**config.mk**
```make
export PLATFORM = sky130hd
export DESIGN_NAME = digit_serial_adder
export DESIGN_NICKNAME = d
export VERILOG_FILES = /design/src/rtl/digit_serial_adder_pkg.sv /design/src/rtl/digit_serial_adder_rca_digit.sv /design/src/rtl/digit_serial_adder.sv
export SDC_FILE = /design/constraint.sdc
export NUM_CORES = 1
export LEC_CHECK = 0
export BUFFER_PORTS_ARGS = -buffer_cell sky130_fd_sc_hd__buf_2
export CORE_ASPECT_RATIO = 0.5
export CORE_MARGIN = 2
export CORE_UTILIZATION = 25
export DETAILED_ROUTE_END_ITERATION = 7
export GPL_ROUTABILITY_DRIVEN = 0
export PLACE_DENSITY_LB_ADDON = 0.05
export SLEW_MARGIN = 20
export SYNTH_ARGS = -nofsm -noshare
export SYNTH_HDL_FRONTEND = slang
export SYNTH_SLANG_ARGS = --single-unit
```
**constraint.sdc**
```tcl
create_clock -name i_clk -period 4.75 [get_ports i_clk]
set_input_delay 1.1875 -clock i_clk [delete_from_list [all_inputs] [get_ports i_clk]]
set_output_delay 1.1875 -clock i_clk [all_outputs]
set_load 0.005 [all_outputs]
```
**src/rtl/digit_serial_adder_pkg.sv**
```systemverilog
// Shared definitions for the digit-serial adder: state encoding, default geometry
// and the digit-counter width helper.
package digit_serial_adder_pkg;

  typedef enum logic [1:0] {
    ST_IDLE = 2'd0,
    ST_RUN  = 2'd1,
    ST_DONE = 2'd2
  } state_t;

  localparam int DEF_WIDTH = 16;
  localparam int DEF_DIGIT = 4;

  // ceil(log2(n)) with a floor of one bit so N=1 still has a counter
  function automatic int cnt_width(input int n);
    return (n <= 2) ? 1 : $clog2(n);
  endfunction

endpackage

```
**src/rtl/digit_serial_adder_rca_digit.sv**
```systemverilog
// DIGIT-bit ripple-carry slice built from full adders; also exposes the carry into
// the top bit so the caller can form signed overflow.
module rca_digit #(
  parameter int DIGIT = 4
) (
  input  logic [DIGIT-1:0] i_a,
  input  logic [DIGIT-1:0] i_b,
  input  logic             i_ci,
  output logic [DIGIT-1:0] o_s,
  output logic             o_co,
  output logic             o_c_msb
);

  always_comb begin
    logic w_c;
    o_s     = '0;
    o_c_msb = 1'b0;
    w_c     = i_ci;
    for (int i = 0; i < DIGIT; i++) begin
      if (i == DIGIT - 1) o_c_msb = w_c;
      o_s[i] = i_a[i] ^ i_b[i] ^ w_c;
      w_c    = (i_a[i] & i_b[i]) | (w_c & (i_a[i] ^ i_b[i]));
    end
    o_co = w_c;
  end

endmodule

```
**src/rtl/digit_serial_adder.sv**
```systemverilog
// Multi-cycle add/subtract unit: one DIGIT-bit slice per clock, carry held between
// digits, start/busy/done handshake and signed-overflow flag.
//   state   | meaning
//   ST_IDLE | waiting for start
//   ST_RUN  | one digit per clock, N clocks
//   ST_DONE | one-cycle result pulse; start here chains straight into ST_RUN
module digit_serial_adder
  import digit_serial_adder_pkg::*;
#(
  parameter int WIDTH = DEF_WIDTH,
  parameter int DIGIT = DEF_DIGIT
) (
  input  logic             i_clk,
  input  logic             i_rst,
  input  logic             i_start,
  input  logic [WIDTH-1:0] i_x,
  input  logic [WIDTH-1:0] i_y,
  input  logic             i_c_in,
  input  logic             i_sub,
  output logic             o_busy,
  output logic             o_done,
  output logic [WIDTH-1:0] o_sum,
  output logic             o_c_out,
  output logic             o_overflow
);

  localparam int N  = WIDTH / DIGIT;
  localparam int CW = cnt_width(N);

  if ((DIGIT < 1) || ((WIDTH % DIGIT) != 0)) begin : g_bad_cfg
    $error("digit_serial_adder: WIDTH must be a non-zero multiple of DIGIT");
  end

  state_t           r_state, r_next;
  logic [CW-1:0]    r_cnt;
  logic [WIDTH-1:0] r_xa, r_yb, r_part, r_sum;
  logic             r_carry, r_c_out, r_ovf;

  logic [DIGIT-1:0] w_s;
  logic             w_co, w_c_msb, w_last, w_load;
  logic [WIDTH-1:0] w_full;

  rca_digit #(.DIGIT(DIGIT)) u_rca (
    .i_a     (r_xa[DIGIT-1:0]),
    .i_b     (r_yb[DIGIT-1:0]),
    .i_ci    (r_carry),
    .o_s     (w_s),
    .o_co    (w_co),
    .o_c_msb (w_c_msb)
  );

  assign w_last = (r_cnt == CW'(N - 1));
  assign w_load = i_start && (r_state != ST_RUN);
  // New digit enters at the top; after N shifts the word is fully assembled
  assign w_full = (r_part >> DIGIT) | (WIDTH'(w_s) << (WIDTH - DIGIT));

  always_ff @(posedge i_clk or posedge i_rst) begin
    if (i_rst) r_state <= ST_IDLE;
    else       r_state <= r_next;
  end

  always_comb begin
    r_next = r_state;
    case (r_state)
      ST_IDLE: if (i_start) r_next = ST_RUN;
      ST_RUN:  if (w_last)  r_next = ST_DONE;
      ST_DONE: r_next = i_start ? ST_RUN : ST_IDLE;
      default: r_next = ST_IDLE;
    endcase
  end

  always_comb begin
    o_busy = (r_state == ST_RUN);
    o_done = (r_state == ST_DONE);
  end

  always_ff @(posedge i_clk or posedge i_rst) begin
    if (i_rst) begin
      r_cnt   <= '0;
      r_xa    <= '0;
      r_yb    <= '0;
      r_part  <= '0;
      r_carry <= 1'b0;
      r_sum   <= '0;
      r_c_out <= 1'b0;
      r_ovf   <= 1'b0;
    end else if (w_load) begin
      r_xa    <= i_x;
      r_yb    <= i_sub ? ~i_y : i_y;
      r_carry <= i_sub | i_c_in;
      r_cnt   <= '0;
    end else if (r_state == ST_RUN) begin
      r_xa    <= r_xa >> DIGIT;
      r_yb    <= r_yb >> DIGIT;
      r_carry <= w_co;
      r_part  <= w_full;
      r_cnt   <= w_last ? '0 : r_cnt + CW'(1);
      if (w_last) begin
        r_sum   <= w_full;
        r_c_out <= w_co;
        r_ovf   <= w_c_msb ^ w_co;
      end
    end
  end

  assign o_sum      = r_sum;
  assign o_c_out    = r_c_out;
  assign o_overflow = r_ovf;

endmodule

```
# Yosys cells after proc, flatten, opt, wreduce, memory -nomap -nowiden

Cells that the tools add are included.

Register bits after elaboration: 71
Bits of input ports: 37

Add/subtract/negate cells: 1
Eq/ne operators: 6
Mux-type cells: 14
Bitwise gates (word level): 25
Reduce and logical (&&, ||, !) cells: 6

Operators by type and width:

| cell                                           | count |
|---|---|
| 2-to-1 mux 16 bit                              | 5 |
| NOT 16 bit                                     | 1 |
| OR 12 x 16 -> 16 bit                           | 1 |
| 2-to-1 mux 2 bit                               | 5 |
| XOR 1 bit                                      | 9 |
| bitwise AND 1 bit                              | 8 |
| one-hot mux 2 bit (3 select lines)             | 1 |
| OR 1 bit                                       | 5 |
| == test 2 bit (second input constant)          | 2 |
| != test 2 x 1 -> 1 bit (second input constant) | 2 |
| AND reduction 2 bit                            | 2 |
| 2-to-1 mux 1 bit                               | 3 |
| AND reduction 3 bit                            | 1 |
| adder 2 x 1 -> 2 bit (second input constant)   | 1 |
| == test 2 x 1 -> 1 bit (second input constant) | 1 |
| zero test 2 bit                                | 1 |
| != test 2 bit (second input constant)          | 1 |
| nonzero test 2 bit                             | 1 |
| logical AND 1 bit                              | 1 |
| NOT 1 bit                                      | 1 |

# Depth between registers and ports, before layout

Depth in word-level cells: 11
Gate-level depth with buffers: 9
Mapped depth without buffers: 9

# Modules after synthesis

A second synthesis with hierarchy kept.

Cells, all modules: 274
Area, all modules: 3,071.7 um2

By module, submodules not included:

| module             | instances | cells each | area each (um2) |
|---|---|---|---|
| digit_serial_adder | 1         | 262        | 2,961.6 |
| rca_digit          | 1         | 12         | 110.1 |

# Worst setup path after synthesis

No wires, ideal clock.

Kind: reg2reg
Start point: register r_xa[0]
End point: register r_sum[15], in the netlist o_sum[15]
Arrival time: 2,045 ps
Data required time: 4,667 ps
Slack: 2,622 ps
Cell stages (with the launch flop): 9
Period minus slack after synthesis: 2,128 ps
Path through: dfrtp_1 > fa_1 > inv_1 > fa_1 > inv_1 > fa_1 > inv_1 > fa_1 > o21ai_0

Cells in the longest elaborated chain, start to end: 9

Ends and longest elaborated chain:

| element                | line                               | text |
|---|---|---|
| start, declared        | digit_serial_adder.sv:36           | `logic [WIDTH-1:0] r_xa, r_yb, r_part, r_sum;` |
| start signal, assigned | digit_serial_adder.sv:88           | `r_xa <= i_x;` |
| start signal, assigned | digit_serial_adder.sv:93           | `r_xa <= r_xa >> DIGIT;` |
| XOR 1 bit              | digit_serial_adder_rca_digit.sv:22 | `w_c = (i_a[i] & i_b[i]) \| (w_c & (i_a[i] ^ i_b[i]));` |
| bitwise AND 1 bit      | digit_serial_adder_rca_digit.sv:22 |  |
| OR 1 bit *             | digit_serial_adder_rca_digit.sv:22 |  |
| bitwise AND 1 bit *    | digit_serial_adder_rca_digit.sv:22 |  |
| OR 1 bit *             | digit_serial_adder_rca_digit.sv:22 |  |
| bitwise AND 1 bit *    | digit_serial_adder_rca_digit.sv:22 |  |
| OR 1 bit *             | digit_serial_adder_rca_digit.sv:22 |  |
| XOR 1 bit *            | digit_serial_adder_rca_digit.sv:21 | `o_s[i] = i_a[i] ^ i_b[i] ^ w_c;` |
| OR 12 x 16 -> 16 bit * | digit_serial_adder.sv:55           | `assign w_full = (r_part >> DIGIT) \| (WIDTH'(w_s) << (WIDTH - DIGIT));` |
| end signal, assigned   | digit_serial_adder.sv:99           | `r_sum <= w_full;` |
| end, declared          | digit_serial_adder.sv:36           |  |

Every way passes the cells marked *; elsewhere a longest branch is shown, timed or not.
A chain may end at the register's enable or synchronous reset.

# Worst setup path after layout

Start point: register r_state[0]
End point: output o_busy

Cells in the longest elaborated chain, start to end: 1

Ends and longest elaborated chain:

| element                | line                     | text |
|---|---|---|
| start, declared        | digit_serial_adder.sv:34 | `state_t r_state, r_next;` |
| start signal, assigned | digit_serial_adder.sv:59 | `else r_state <= r_next;` |
| == test 2 x 1 -> 1 bit | digit_serial_adder.sv:73 | `o_busy = (r_state == ST_RUN);` |
| end, declared          | digit_serial_adder.sv:20 | `output logic o_busy,` |

No other way between the ends.

==> impl_metrics.json <==
{
  "ir_worst_vdd_mv": 0.2313,
  "grt_usage_pct": 10.86,
  "p_int_mw": 1.597,
  "die_area_um2": 13450,
  "yosysWarnings": 0,
  "synth_common_cells": "dfrtp_1, nand2_1, mux2i_1, o21ai_0",
  "netlist_instances": 274,
  "p_seq_share_pct": 39.6,
  "clkPwrFrac_pct": 27.6,
  "crit_required_ns": 3.56,
  "area_growth_pct": 21.28,
  "final_max_slew_viol_count": 0,
  "postCtsSetupRepairBufs": 0,
  "antenna_cells": 0,
  "synth_area_um2": 3122,
  "p_sw_mw": 0.8400,
  "cts_tree": "done",
  "first_pass_iters": 4,
  "synth_edf_count": 0,
  "power_density_nw_per_um2": 643.8,
  "critPathCaptureType": "output port",
  "yosysSeqAreaShare_pct": 53.71,
  "synth_seq_cells": 67,
  "avgSynthCellArea_um2": 11.39,
  "synth_top_area_cell": "dfrtp_1",
  "report.final.hold_viol_count": 0,
  "relSlewSlack_pct": 29.06,
  "nNetsFinal": 368,
  "ios": 57,
  "clock_sinks": 67,
  "power_frac_comb_pct": 32.7,
  "ys.flop_type": "dfrtp_1",
  "leakage_nw": 1.906,
  "clk_latency_ns": 0.33,
  "fill_cells": 1268,
  "row_count": 28,
  "htree_levels": 3,
  "antenna_found_initial": 0,
  "clock_path_buffers": 2,
  "path_max_fanout": 4,
  "core_region_area_um2": 11980,
  "cts_hold_buf": 0,
  "numCtsBuffers": 9,
  "die_y_um": 83.02,
  "clk_pin_slew_ns": 0.06,
  "period_minus_slack_ns": 2.405,
  "drc": 0,
  "synth_nets": 316,
  "finalSetupViolations": 0,
  "setup_tns_ns": 0,
  "skew_ns": 0.006120,
  "viasPerCell": 4.060,
  "dpl.hpwl_um": 4387,
  "worst_pin_slew_ns": 1.064,
  "synthDistinctLibCells": 28,
  "drt_wl_total_um": 6721,
  "ant_nets": 0,
  "synth_top_area_share_pct": 53.71,
  "reg2reg_setup_slack_ns": 2.42,
  "fmax_mhz": 415.8,
  "fp.dieW_um": 162.0,
  "yosysMostFrequentCell": "dfrtp_1",
  "drive_gt1_share_pct": 28.40,
  "min_path_type": "reg -> reg",
  "io_buffers": 56,
  "cap_violations": 0,
  "swShare_pct": 34.46,
  "layout.cells.non_filler": 496,
  "fin_crit_sh_pct": 50.63,
  "grt_remaining_overflow": 0,
  "worst_setup_path_start_kind": "flop",
  "dr.first_iter.drc_count": 136,
  "first_global_vias": 2104,
  "numPlacedInstances": 480,
  "dr_total_vias": 2014,
  "synth.area.top_cells": "dfrtp_1, mux2i_1, nand2_1",
  "grt_pass1_wl_um": 11180,
  "wl_per_cell_um": 13.55,
  "synthArstFlopShare_pct": 100.0,
  "worstPathArrival_ns": 1.22,
  "start_util_pct": 26.05,
  "status": "complete, no violations",
  "cts-resized-gates": 0,
  "grt_start_max_net_pins": 64,
  "cts_root_buf": "clkbuf_16",
  "path_class": "reg -> out",
  "rsz0062_at_grt": "no"
}
-- through the flow --
step	util, %	setup slack [ns]	hold WS (ns)	total power, mW	area (um^2)
after floorplan	-	1.879	0.4447	1.560	3122
after global placement	29.06	2.244	0.4641	1.778	3482
after detailed placement	29.06	2.213	0.4631	1.797	3482
after CTS	31.60	2.305	0.4777	2.489	3786
after global routing	31.60	2.259	0.5031	2.637	3786
final	31.60	2.345	0.4717	2.437	3786
-- placed cells by master (no fill, tap or decap) --
| cell type | count |
|---|---|
| dfrtp_1 | 67 |
| nand2_1 | 62 |
| buf_2 | 56 |
| mux2i_1 | 28 |
| o21ai_0 | 22 |
| xor2_1 | 13 |
| o21ai_1 | 13 |
| mux2_4 | 11 |
| clkbuf_16 | 9 |
| inv_1 | 8 |
| nor2_1 | 5 |
| xnor2_1 | 4 |
| a21oi_1 | 4 |
| mux2_2 | 4 |
| fa_1 | 4 |
| clkinv_4 | 3 |
| buf_4 | 3 |
| nand3b_1 | 2 |
| clkinv_2 | 2 |
| nand2b_1 | 1 |
| nand3b_4 | 1 |
| nor3b_1 | 1 |
| o22ai_1 | 1 |
| and2b_1 | 1 |
| inv_2 | 1 |
| o31ai_2 | 1 |
| ha_1 | 1 |
| clkinvlp_4 | 1 |
| bufinv_16 | 1 |
| clkbuf_8 | 1 |
-- area by class of cell --
class                   count  area (um^2)  share of cell area, %
flip-flops and latches     67         1677                  44.28
multi-input cells         179         1254                  33.11
repair buffers             59        302.8                  7.997
clock buffers              10        239.0                  6.312
well taps                 165        206.4                  5.453
clock inverters             6        65.06                  1.718
inverters                  10        42.54                  1.124
-- routing by layer --
| metal | routed length, um | up-vias | global-route usage [%] | share of wire (%) |
|---|---|---|---|---|
| met3 | 345 | 8 | 4.096 | 5.1 |
| met2 | 2824 | 41 | 15.32 | 42 |
| met5 | 0 | - | 0 | 0 |
| met4 | 91 | 0 | 3.620 | 1.4 |
| li1 | - | 1005 | - | - |
| met1 | 3459 | 960 | 15.19 | 51 |
-- sequential cells by signal (all words and copies together), names as in the netlist, 2 cells and up --
| register | cells |
|---|---|
| o_sum | 16 |
| r_cnt | 2 |
| r_part | 12 |
| r_state | 2 |
| r_xa | 16 |
| r_yb | 16 |
-- power groups by stage --
stage / registers (mW) / logic, mW / clock network (mW)
global route: 1.00 / 0.914 / 0.721
finish: 0.966 / 0.798 / 0.673
global placement: 0.971 / 0.807 / 0
CTS: 0.970 / 0.822 / 0.697
floorplan: 0.943 / 0.617 / 0
detailed placement: 0.978 / 0.819 / 0
-- logic make-up after synthesis --
group	synth area share, %
AOI/OAI and AO/OA	6.854
adders and majority gates	2.966
and+or+nand+nor	9.860
xor gates and xnor gates	4.769
buffers and inverters	6.132
muxes	15.71
DFF	53.71
-- path summary, 6_finish.rpt --
path	start	endpoint	depth (start not counted)
worst max-delay path	r_state[0]$_DFFE_PP0P_	o_busy	3
worst max register to register	r_xa[0]$_DFFE_PP0P_	o_sum[15]$_DFFE_PP0P_	8
worst min register to register	o_c_out$_DFFE_PP0P_	o_c_out$_DFFE_PP0P_	2
min in group asynchronous	i_rst	o_sum[4]$_DFFE_PP0P_	2
worst min-delay path	o_c_out$_DFFE_PP0P_	o_c_out$_DFFE_PP0P_	2
max in group asynchronous	i_rst	r_xa[9]$_DFFE_PP0P_	3
-- worst max-delay path: stages (launching register included) --
cell      delay, ns
dfrtp_1        0.43
nand2b_1       0.23
clkinv_4       0.09
buf_2          0.13
Power figures use the tool's default switching activity.
